$ cat src/rtl/ifu_fetch.sv
// Instruction fetch unit: one outstanding imem request, redirect-aware,
// presents each fetched word to decode through a valid/ready handshake.
module ifu_fetch #(
  parameter logic [31:0] RESET_PC = 32'h8000_0000
) (
  input  logic        clk,
  input  logic        rst,
  input  logic        redirect_valid,
  input  logic [31:0] redirect_pc,
  output logic        imem_req_valid,
  output logic [31:0] imem_req_addr,
  input  logic        imem_req_ready,
  input  logic        imem_resp_valid,
  input  logic [31:0] imem_resp_data,
  output logic        pout_valid,
  output logic [31:0] pout_pc,
  output logic [31:0] pout_inst,
  input  logic        pout_ready
);

  typedef enum logic [1:0] {
    S_REQ  = 2'd0,
    S_WAIT = 2'd1,
    S_HOLD = 2'd2,
    S_DROP = 2'd3
  } state_t;

  state_t      state;
  state_t      state_n;
  logic [31:0] pc;
  logic [31:0] pc_n;
  logic [31:0] pc_q;
  logic [31:0] inst_q;
  logic        cap;
  logic [31:0] tgt;

  assign tgt = {redirect_pc[31:2], 2'b00};

  always_comb begin
    state_n = state;
    pc_n    = pc;
    cap     = 1'b0;
    unique case (state)
      S_REQ: begin
        if (redirect_valid) begin
          pc_n    = tgt;
          // request already accepted: its response must be swallowed
          state_n = imem_req_ready ? S_DROP : S_REQ;
        end else if (imem_req_ready) begin
          state_n = S_WAIT;
        end
      end
      S_WAIT: begin
        if (redirect_valid) begin
          pc_n    = tgt;
          state_n = imem_resp_valid ? S_REQ : S_DROP;
        end else if (imem_resp_valid) begin
          cap     = 1'b1;
          state_n = S_HOLD;
        end
      end
      S_HOLD: begin
        if (redirect_valid) begin
          pc_n    = tgt;
          state_n = S_REQ;
        end else if (pout_ready) begin
          pc_n    = pc + 32'd4;
          state_n = S_REQ;
        end
      end
      S_DROP: begin
        if (redirect_valid) begin
          pc_n = tgt;
        end
        if (imem_resp_valid) begin
          state_n = S_REQ;
        end
      end
      default: state_n = S_REQ;
    endcase
  end

  always_ff @(posedge clk) begin
    if (!rst) begin
      state  <= S_REQ;
      pc     <= RESET_PC;
      pc_q   <= 32'd0;
      inst_q <= 32'd0;
    end else begin
      state <= state_n;
      pc    <= pc_n;
      if (cap) begin
        pc_q   <= pc;
        inst_q <= imem_resp_data;
      end
    end
  end

  assign imem_req_valid = (state == S_REQ);
  assign imem_req_addr  = pc;
  assign pout_valid     = (state == S_HOLD);
  assign pout_pc        = pc_q;
  assign pout_inst      = inst_q;

endmodule
$ cat config.mk
export PLATFORM = sky130hd
export DESIGN_NAME = ifu_fetch
export DESIGN_NICKNAME = d
export VERILOG_FILES = /design/src/rtl/ifu_fetch.sv
export SDC_FILE = /design/constraint.sdc
export NUM_CORES = 1
export LEC_CHECK = 0
export CAP_MARGIN = 20
export CORE_MARGIN = 8
export CORE_UTILIZATION = 57
export CTS_CLUSTER_SIZE = 40
export DETAILED_ROUTE_END_ITERATION = 8
export DONT_BUFFER_PORTS = 1
export PLACE_DENSITY = 0.84
export SYNTH_ARGS = -nofsm -noshare
export SYNTH_HDL_FRONTEND = slang
export SYNTH_SLANG_ARGS = --single-unit
export TNS_END_PERCENT = 5
$ cat constraint.sdc
create_clock -name clk -period 1.9 [get_ports clk]
set_clock_uncertainty 0.15 [all_clocks]
set_input_delay 0.285 -clock clk [delete_from_list [all_inputs] [get_ports clk]]
set_output_delay 0.285 -clock clk [all_outputs]
set_load 0.05 [all_outputs]
After elaboration in Yosys (flattened, before gate mapping) --
Cells that the tools add are included.
Operators by class: $add $sub $neg 1, equal/unequal tests 8, multiplexer cells 17, reductions and logical operators 4
Operators by type and width (number):
- two-way mux 32 bit | 3
- case mux 32 bit (2 select lines) | 1
- adder 32 x 3 -> 32 bit, second input constant | 1
- two-way mux 2 bit | 9
- case mux 2 bit (4 select lines) | 1
- inequality test 3 x 2 -> 1 bit, second input constant | 2
- == test 2 bit, second input constant | 2
- AND reduction 4 bit | 1
- two-way mux 1 bit | 3
- inequality test 3 bit, second input constant | 1
- OR reduction 3 bit | 1
- == test 2 x 1 -> 1 bit, second input constant | 1
- logical NOT 2 bit | 1
- inequality test 2 x 1 -> 1 bit, second input constant | 1
- inequality test 2 bit, second input constant | 1
- AND reduction 2 bit | 1
Word-level totals: flip-flop bits (word level) 98, input port bits 70, output and inout port bits 98

Longest topological paths before layout --
Gate-level depths: netlist of run 1.
depth in word-level cells 4, gate-level depth with buffers 7, gate-level depth less buffers 6

Worst setup path after synthesis of run 1 --
No wires, ideal clock.
kind register -> register, start register pc[2], in the netlist imem_req_addr[2], end register pc[30], in the netlist imem_req_addr[30], setup time 0.122 ns, arrival time 2.138 ns, data required time 1.628 ns, slack -0.510 ns, stages on the path, launching flop included 7, period minus slack after synthesis 2.410 ns, cell sequence dfxtp_1 ha_1 nand4_1 nor3_2 nand2_1 o21a_1 o311a_1
On the way: cells in the longest elaborated chain, start to end 4
Ends and longest elaborated chain:
- start: declaration | RTL line 30 | logic [31:0] pc;
- start signal: assignment | RTL line 91 | pc <= pc_n;
- adder 32 x 3 -> 32 bit | RTL line 67 | pc_n = pc + 32'd4;
- two-way mux 32 bit | RTL line 66 | end else if (pout_ready) begin
- two-way mux 32 bit | RTL line 63 | if (redirect_valid) begin
- case mux 32 bit (2 select lines) | RTL line 43 | unique case (state)
No other way between the ends. The select of a mux whose other input is x is not followed. A chain may end at the register's enable or synchronous reset.

Worst setup path in the final report of run 1 --
start register pc[3], in the netlist imem_req_addr[3], end register pc[30], in the netlist imem_req_addr[30]
Same word-level chain as after synthesis.

==> impl_results.md, run 1 <==
- Arr. time, crit path: 1950 ps
- Status: finished clean
- FF-to-FF setup slack: 40 ps
- Worst-Skew Late Latency: 360 ps
- Die width: roughly 100 um
- Hold Crit Start: redirect_pc[12]
- Critical path class: flip-flop to flip-flop
- Number of diodes: 0
- Post-DRT Antenna Nets: 0
- WL/cell: 18.3 um
- Core Box Area: 7100 sq um
- Simple-gate portion of the synthesized area: 24.6%
- Worst hold margin: 15.3 ps
- Maxcap violations: 0
- Clock transition at path regs: 90 ps
- Std cell rows: 31
- Iter 0 DRT Violations: around 150
- Setup crit end kind: flip-flop
- Footprint of the multi-input gates: approximately 2100 sq um
- Met3 WL: about 1.4 mm
- Worst hold path type: input port to flip-flop
- Worst r2r path cells: 6
- Type of origin of the critical path: flip-flop
- Final Hold Viols: 0
- Via count: 3,944
- Compound-cell area share of the yosys netlist: 20.5%
- Yosys top cell by area: dfxtp_1
- Maximum clock frequency: 537 MHz
- Initial antenna violation count: 1
- First-pass GRT wire length: 19.4 mm
- Mapped Area: between 4000 and 5000 sq um
- Mux contribution to synthesized area: less than 1%
- CTS buffer count: 9
- Dpl hpwl: 8.32 mm
- Drt drc: 0
- Share of layout cells above drive strength 1: 18.7%
- R2R Path Start: imem_req_addr[3]$_SDFFE_PN0P_
- CTS tree: yes
- Root Buffer: clkbuf_8
- Most frequent cells in the layout: nand2_1, dfxtp_1, a21boi_1
- RSZ-0062 raised after global routing: yes
- Die area: 10,100 sq um
- Adder-cell share of the synthesized area: 0.306%
- Synth cell types: 45
- Slew Limit Fails: 0
- DR WL met2: 6.18 mm
- XOR/XNOR share of the synthesized area: 4.07%
- Hold EP: imem_req_addr[12]$_SDFFE_PN0P_
- First drt pass iteration count: 4
- Minimum clock period: 1860 ps
- Largest family of logic cells by synthesized area: simple AND/OR/NAND/NOR gates
- Max FO, Critical Path: 4
- Gpl congestion: 0.802
- Grt ovf: 0
- FF+latch count, synth: 94
- Mapped Cells: 493
- H-Tree Depth: 3
- Asr flop ratio synth: 0%
- Syn-to-layout area delta: 30.9%
- Post-synth EDFFs: 0
- Data required, critical path: 1990 ps
- Commonest non-fill, non-tap cell in the layout: nand2_1
- Final Total Pwr: 4.05 mW
- Nets: between 600 and 700
- Filler cell count: 476
- Register Area: ~1900 sq um
- Largest net degree at the start of global routing: 95
- # port buffers: 0
- Starting Density: 57.6%
- Area contributors post-synth: dfxtp_1, nand2_1, a21boi_1
- Total GRT Usage: 23.9%
- Highest metal used: met5
- Crit share post-route: 98.0%
- Slew HR: 63.1%
- Vias in the first global route: 3,860
- P_leak: 1.95 nW
- WHS Path Cells: 2
- Post-synth top flop: dfxtp_1
- Total I/O pin count: around 170
- Clk sinks: 94
- Pwr/cell area: 757 nW/um^2
- RR Endpoint: imem_req_addr[30]$_SDFFE_PN0P_
- Final wirelength: 12.5 mm
- Worst Tran Pin Value: roughly 550 ps
- Clock buffer depth: 2
- Synth warn: 0
- Avg Vias per Cell: approximately 5.8
- Die Y-Extent: about 100 um
- Register area share after synthesis: approximately 46%
- Peak supply drop: approximately 460 uV
- Met1 WL: 4.71 mm
- Setup-failing EPs final: 0
- Mean Syn Cell Area: 8.29 sq um
- Share of Yosys cell area claimed by the top area cell type: 46.0%
per-layer routing:
layer  up-vias  track usage [%]
met1      1881             25.7
met4         2             9.65
li1       1845                -
met2       194             42.0
met5         -                0
met3        22             7.94
cells by family (layout without fill, tap and decap cells):
logic type | count (synthesis) | count (layout)
AOI/OAI and AO/OA | 123 | 123
xor gates and xnor gates | 19 | 19
adders and majority gates | 1 | 1
buffers and inverters | 41 | 128
DFF | 94 | 94
muxes | 1 | 1
other | 1 | 4
and+or+nand+nor | 213 | 213
area by class of cell:
cell class	instances	area share [%]
Timing Repair Buffer	108	18.7
Clock buffer	11	2.64
Sequential cell	94	36.1
Clock inverter	5	0.772
Inverter	4	0.281
Tap cell	99	2.32
Multi-Input combinational cell	361	39.2
power by group:
part / total (mW) / switching [mW] / internal (mW)
Combinational: 0.654 / 0.404 / 0.250
Sequential: 2.16 / 0.120 / 2.04
Clock: 1.24 / 0.712 / 0.528
Yosys cell counts (3+ instances only):
cell type,number
and3_1,5
dfxtp_1,94
nand4_1,7
nor4_2,6
a21oi_1,16
a211oi_1,5
nor2_1,8
xor2_1,10
nand2_1,146
nor3_1,7
a21boi_1,60
nor2b_1,4
o21ai_0,25
a311oi_1,4
nand3_1,8
clkbuf_1,31
inv_1,3
buf_4,4
xnor2_1,9
and4_1,3
and2_1,7
metrics by stage:
step / cells / TNS (ps) / setup WS [ps] / cell area (sq um) / utilization (%)
floorplan: 496 / -759 / -135 / 4170 / -
global placement: 607 / 0 / 26.2 / 4540 / 63.9
detailed placement: 607 / -6.24 / -6.24 / 4540 / 63.9
CTS: 680 / 0 / 4.40 / 5310 / 74.8
global route: 682 / -76.4 / -31.6 / 5350 / 75.4
finish: 682 / 0 / 38.0 / 5350 / 75.4
timing repair:
| item | in CTS | in global routing |
|---|---|---|
| resized for setup | 1 | 6 |
| hold endpoints to repair | 94 | 0 |
| endpoints found under the setup margin | 2 | 17 |
| pin swaps | 0 | 4 |
| buffers inserted | 0 | 2 |
| hold buffers | 57 | 0 |
state kept, by name, summed over array words and instances (netlist names):
register and cells:
pout_pc 30, imem_req_addr 30, pout_inst 32, state 2
worst max path at each step:
| stage | slack [ps] | cells after the start | endpoint | startpoint |
|---|---|---|---|---|
| 6_report | 40 | 6 | imem_req_addr[30]$_SDFFE_PN0P_ | imem_req_addr[3]$_SDFFE_PN0P_ |
| 5_1_grt | -30 | 5 | imem_req_addr[31]$_SDFFE_PN1P_ | imem_req_addr[22]$_SDFFE_PN0P_ |
| 4_1_cts | 4 | 5 | imem_req_addr[25]$_SDFFE_PN0P_ | imem_req_addr[6]$_SDFFE_PN0P_ |
| 3_5_place_dp | -6 | 5 | imem_req_addr[24]$_SDFFE_PN0P_ | imem_req_addr[11]$_SDFFE_PN0P_ |
| 3_3_place_gp | 30 | 4 | imem_req_addr[31]$_SDFFE_PN1P_ | imem_req_addr[11]$_SDFFE_PN0P_ |
| 2_1_floorplan | -130 | 6 | imem_req_addr[30]$_SDFFE_PN0P_ | imem_req_addr[3]$_SDFFE_PN0P_ |
worst max-delay path: stages (launching register included):
cell	delay (ps)
dfxtp_4	380
ha_4	140
nand4_1	150
nor3_4	320
nand2_1	130
o21a_1	190
o311a_1	290
Note: power is estimated with default switching activity, not from simulation.
==> run 2: changes to the inputs <==
--- a/config.mk
+++ b/config.mk
@@ -13,2 +13,3 @@
 export DONT_BUFFER_PORTS = 1
+export GPL_TIMING_DRIVEN = 0
 export PLACE_DENSITY = 0.84
==> constraint.sdc (replaced) <==
create_clock -name clk -period 1.9 [get_ports clk]
set_clock_uncertainty 0.15 [all_clocks]
set_input_delay 0.38 -clock clk [delete_from_list [all_inputs] [get_ports clk]]
set_output_delay 0.38 -clock clk [all_outputs]
set_load 0.05 [all_outputs]
==> impl_results.md, run 2 (synthesis gave the netlist of run 1 again) <==
- # port buffers: 0 (unchanged)
- Maxcap violations: 0 (unchanged)
- Minimum clock period: 2090 ps (+231 ps)
- Setup crit end kind: flip-flop
- Total I/O pin count: 168 (unchanged)
- First-pass GRT wire length: 19.7 mm (+1.2%)
- Arr. time, crit path: 2190 ps (+240 ps)
- Slew HR: 50.1% (-13 points)
- Final Total Pwr: 4.14 mW (+2.3%)
- Peak supply drop: 525 uV (+15%)
- Dpl ws: -445 ps (-438 ps)
- Slowest cell on the critical path: dfxtp_4
- Post-DRT Antenna Nets: 0 (unchanged)
- Status: finished with violations
- Dpl cells: 595 (-2.0%)
- CTS tree: yes
- Worst-Skew Late Latency: 360 ps (about the same)
- Slew Limit Fails: 0 (unchanged)
- Worst setup margin: -193 ps (-231 ps)
- Via count: 3,940 (-0.10%)
- Core Util, Final: 72.0% (-3.3 points)
- Final Non-Filler Cells: 649 (-4.8%)
- Type of origin of the critical path: flip-flop
- Violated checks: negative setup slack
- Maximum clock frequency: 478 MHz (-11%)
- Pwr/cell area: 811 nW/um^2 (+7.1%)
- Avg Vias per Cell: 6.07 (+5.0%)
- Number of flip-flops in the largest register: 32 (unchanged)
- CTS buffer count: 9 (unchanged)
- Area after DPL: 4290 sq um (-5.4%)
- Root Buffer: clkbuf_8
- Vias in the first global route: 3,674 (-4.8%)
- Grt ovf: 0 (unchanged)
- Final wirelength: 13.7 mm (+9.4%)
- Critical path class: flip-flop to flip-flop
- Drt drc: 0 (unchanged)
- Clock buffer depth: 2 (unchanged)
- Die area: 10,100 sq um (unchanged)
- Starting Density: 57.6% (unchanged)
- Crit share post-route: 110% (+12 points)
- Commonest non-fill, non-tap cell in the layout: nand2_1
- Finished Cell Area: 5110 sq um (-4.4%)
- Syn-to-layout area delta: 25.0%
- Dpl hpwl: 8.98 mm (+7.8%)
- Worst hold margin: 8.05 ps (-7.21 ps)
- Worst hold path type: input port to flip-flop
- Die width: 101 um (unchanged)
- Setup TNS: -1330 ps (-1330 ps)
- Clock transition at path regs: 100 ps (about the same)
- Worst Tran Pin Value: 748 ps (+195 ps)
- P_leak: 1.83 nW (-6.1%)
- H-Tree Depth: 3 (unchanged)
- Filler cell count: 519 (+9.0%)
- Crit path max-delay family: simple AND/OR/NAND/NOR gates
- Crit path from: imem_req_addr[9]$_SDFFE_PN0P_
- WL/cell: 21.1 um (+15%)
- Die Y-Extent: 101 um (unchanged)
- Final Hold Viols: 0 (unchanged)
- Most frequent cells in the layout: nand2_1, dfxtp_1, a21boi_1
- Gpl congestion: 0.822 (+2.5%)
- RSZ-0062 raised after global routing: yes
- Core Box Area: 7100 sq um (unchanged)
- Slowest stage delay, CP: 500 ps (+120 ps)
- First drt pass iteration count: 5 (+1)
- Initial antenna violation count: 1 (unchanged)
- Nets: 614 (-5.4%)
- Max FO, Critical Path: 7 (+3)
- Buf/Inv on CP: 0 (unchanged)
- Hold Crit Start: imem_resp_data[16]
- R2R Path Start: imem_req_addr[9]$_SDFFE_PN0P_
- Total GRT Usage: 24.6% (+0.68 points)
- Data required, critical path: 2000 ps (about the same)
- CP Cell Sequence: nand4_4 > nor3_2 > nand2_1 > o21a_1 > o311a_1
- Largest net degree at the start of global routing: 17 (-82%)
- Share of layout cells above drive strength 1: 17.3% (-1.4 points)
- Iter 0 DRT Violations: 289 (+89%)
- Setup-failing EPs final: 14 (+14)
- Std cell rows: 31 (unchanged)
- Clk sinks: 94 (unchanged)
-- run 2: cell types whose count changed in the layout (fill, tap and decap cells not counted), sizes merged --
| cell | change |
|---|---|
| dlygate4sd3 | -34 |
| buf | -30 |
| clkbuf | +30 |
| diode | +2 |
| inv | -2 |
| clkinv | +1 |
-- run 2: worst paths after layout --
path                                          to  slack [ps]  depth (start not counted)
setup / recovery  imem_req_addr[30]$_SDFFE_PN0P_        -190                          5
hold / removal        pout_inst[16]$_SDFFE_PN0P_           8                          2
setup reg to reg  imem_req_addr[30]$_SDFFE_PN0P_        -190                          5
hold reg to reg         pout_pc[22]$_SDFFE_PN0P_         440                          2
-- run 2: timing repair --
| item | 4_1_cts | 5_1_grt |
|---|---|---|
| pin swaps | 3 | 27 |
| hold buffers | 21 | 1 |
| hold endpoints to repair | 21 | 1 |
| gates resized for setup | 33 | 41 |
| setup endpoints to repair | 86 | 85 |
| buffers inserted | 5 | 9 |
| gates cloned | 0 | 0 |
-- run 2: power by group --
group / internal (mW) / leakage, nW / switching (mW) / total (mW)
combinational: 0.157 / 0.938 / 0.210 / 0.366
clock: 0.682 / 0.114 / 0.731 / 1.41
sequential: 2.03 / 0.781 / 0.333 / 2.36
total: 2.87 / 1.83 / 1.27 / 4.14
-- run 2: area by class of cell --
cell class	count	area, sq um	share of cell area, %
diodes	2	5.00	0.0979
plain buffers	37	201	3.94
clock buffers	12	188	3.67
clock inverters	4	31.3	0.612
inverters	4	15.0	0.294
multi-input cells	361	2240	43.9
flip-flops and latches	94	1970	38.6
well taps	99	124	2.42
repair buffers	36	333	6.51
-- run 2: per-layer routing --
layer / share of wire, % / GRT usage [%] / vias up
met2: 49 / 41.7 / 262
met5: 0 / 0 / -
li1: - / - / 1781
met3: 13 / 9.39 / 52
met4: 3.4 / 10.8 / 0
met1: 35 / 26.6 / 1845
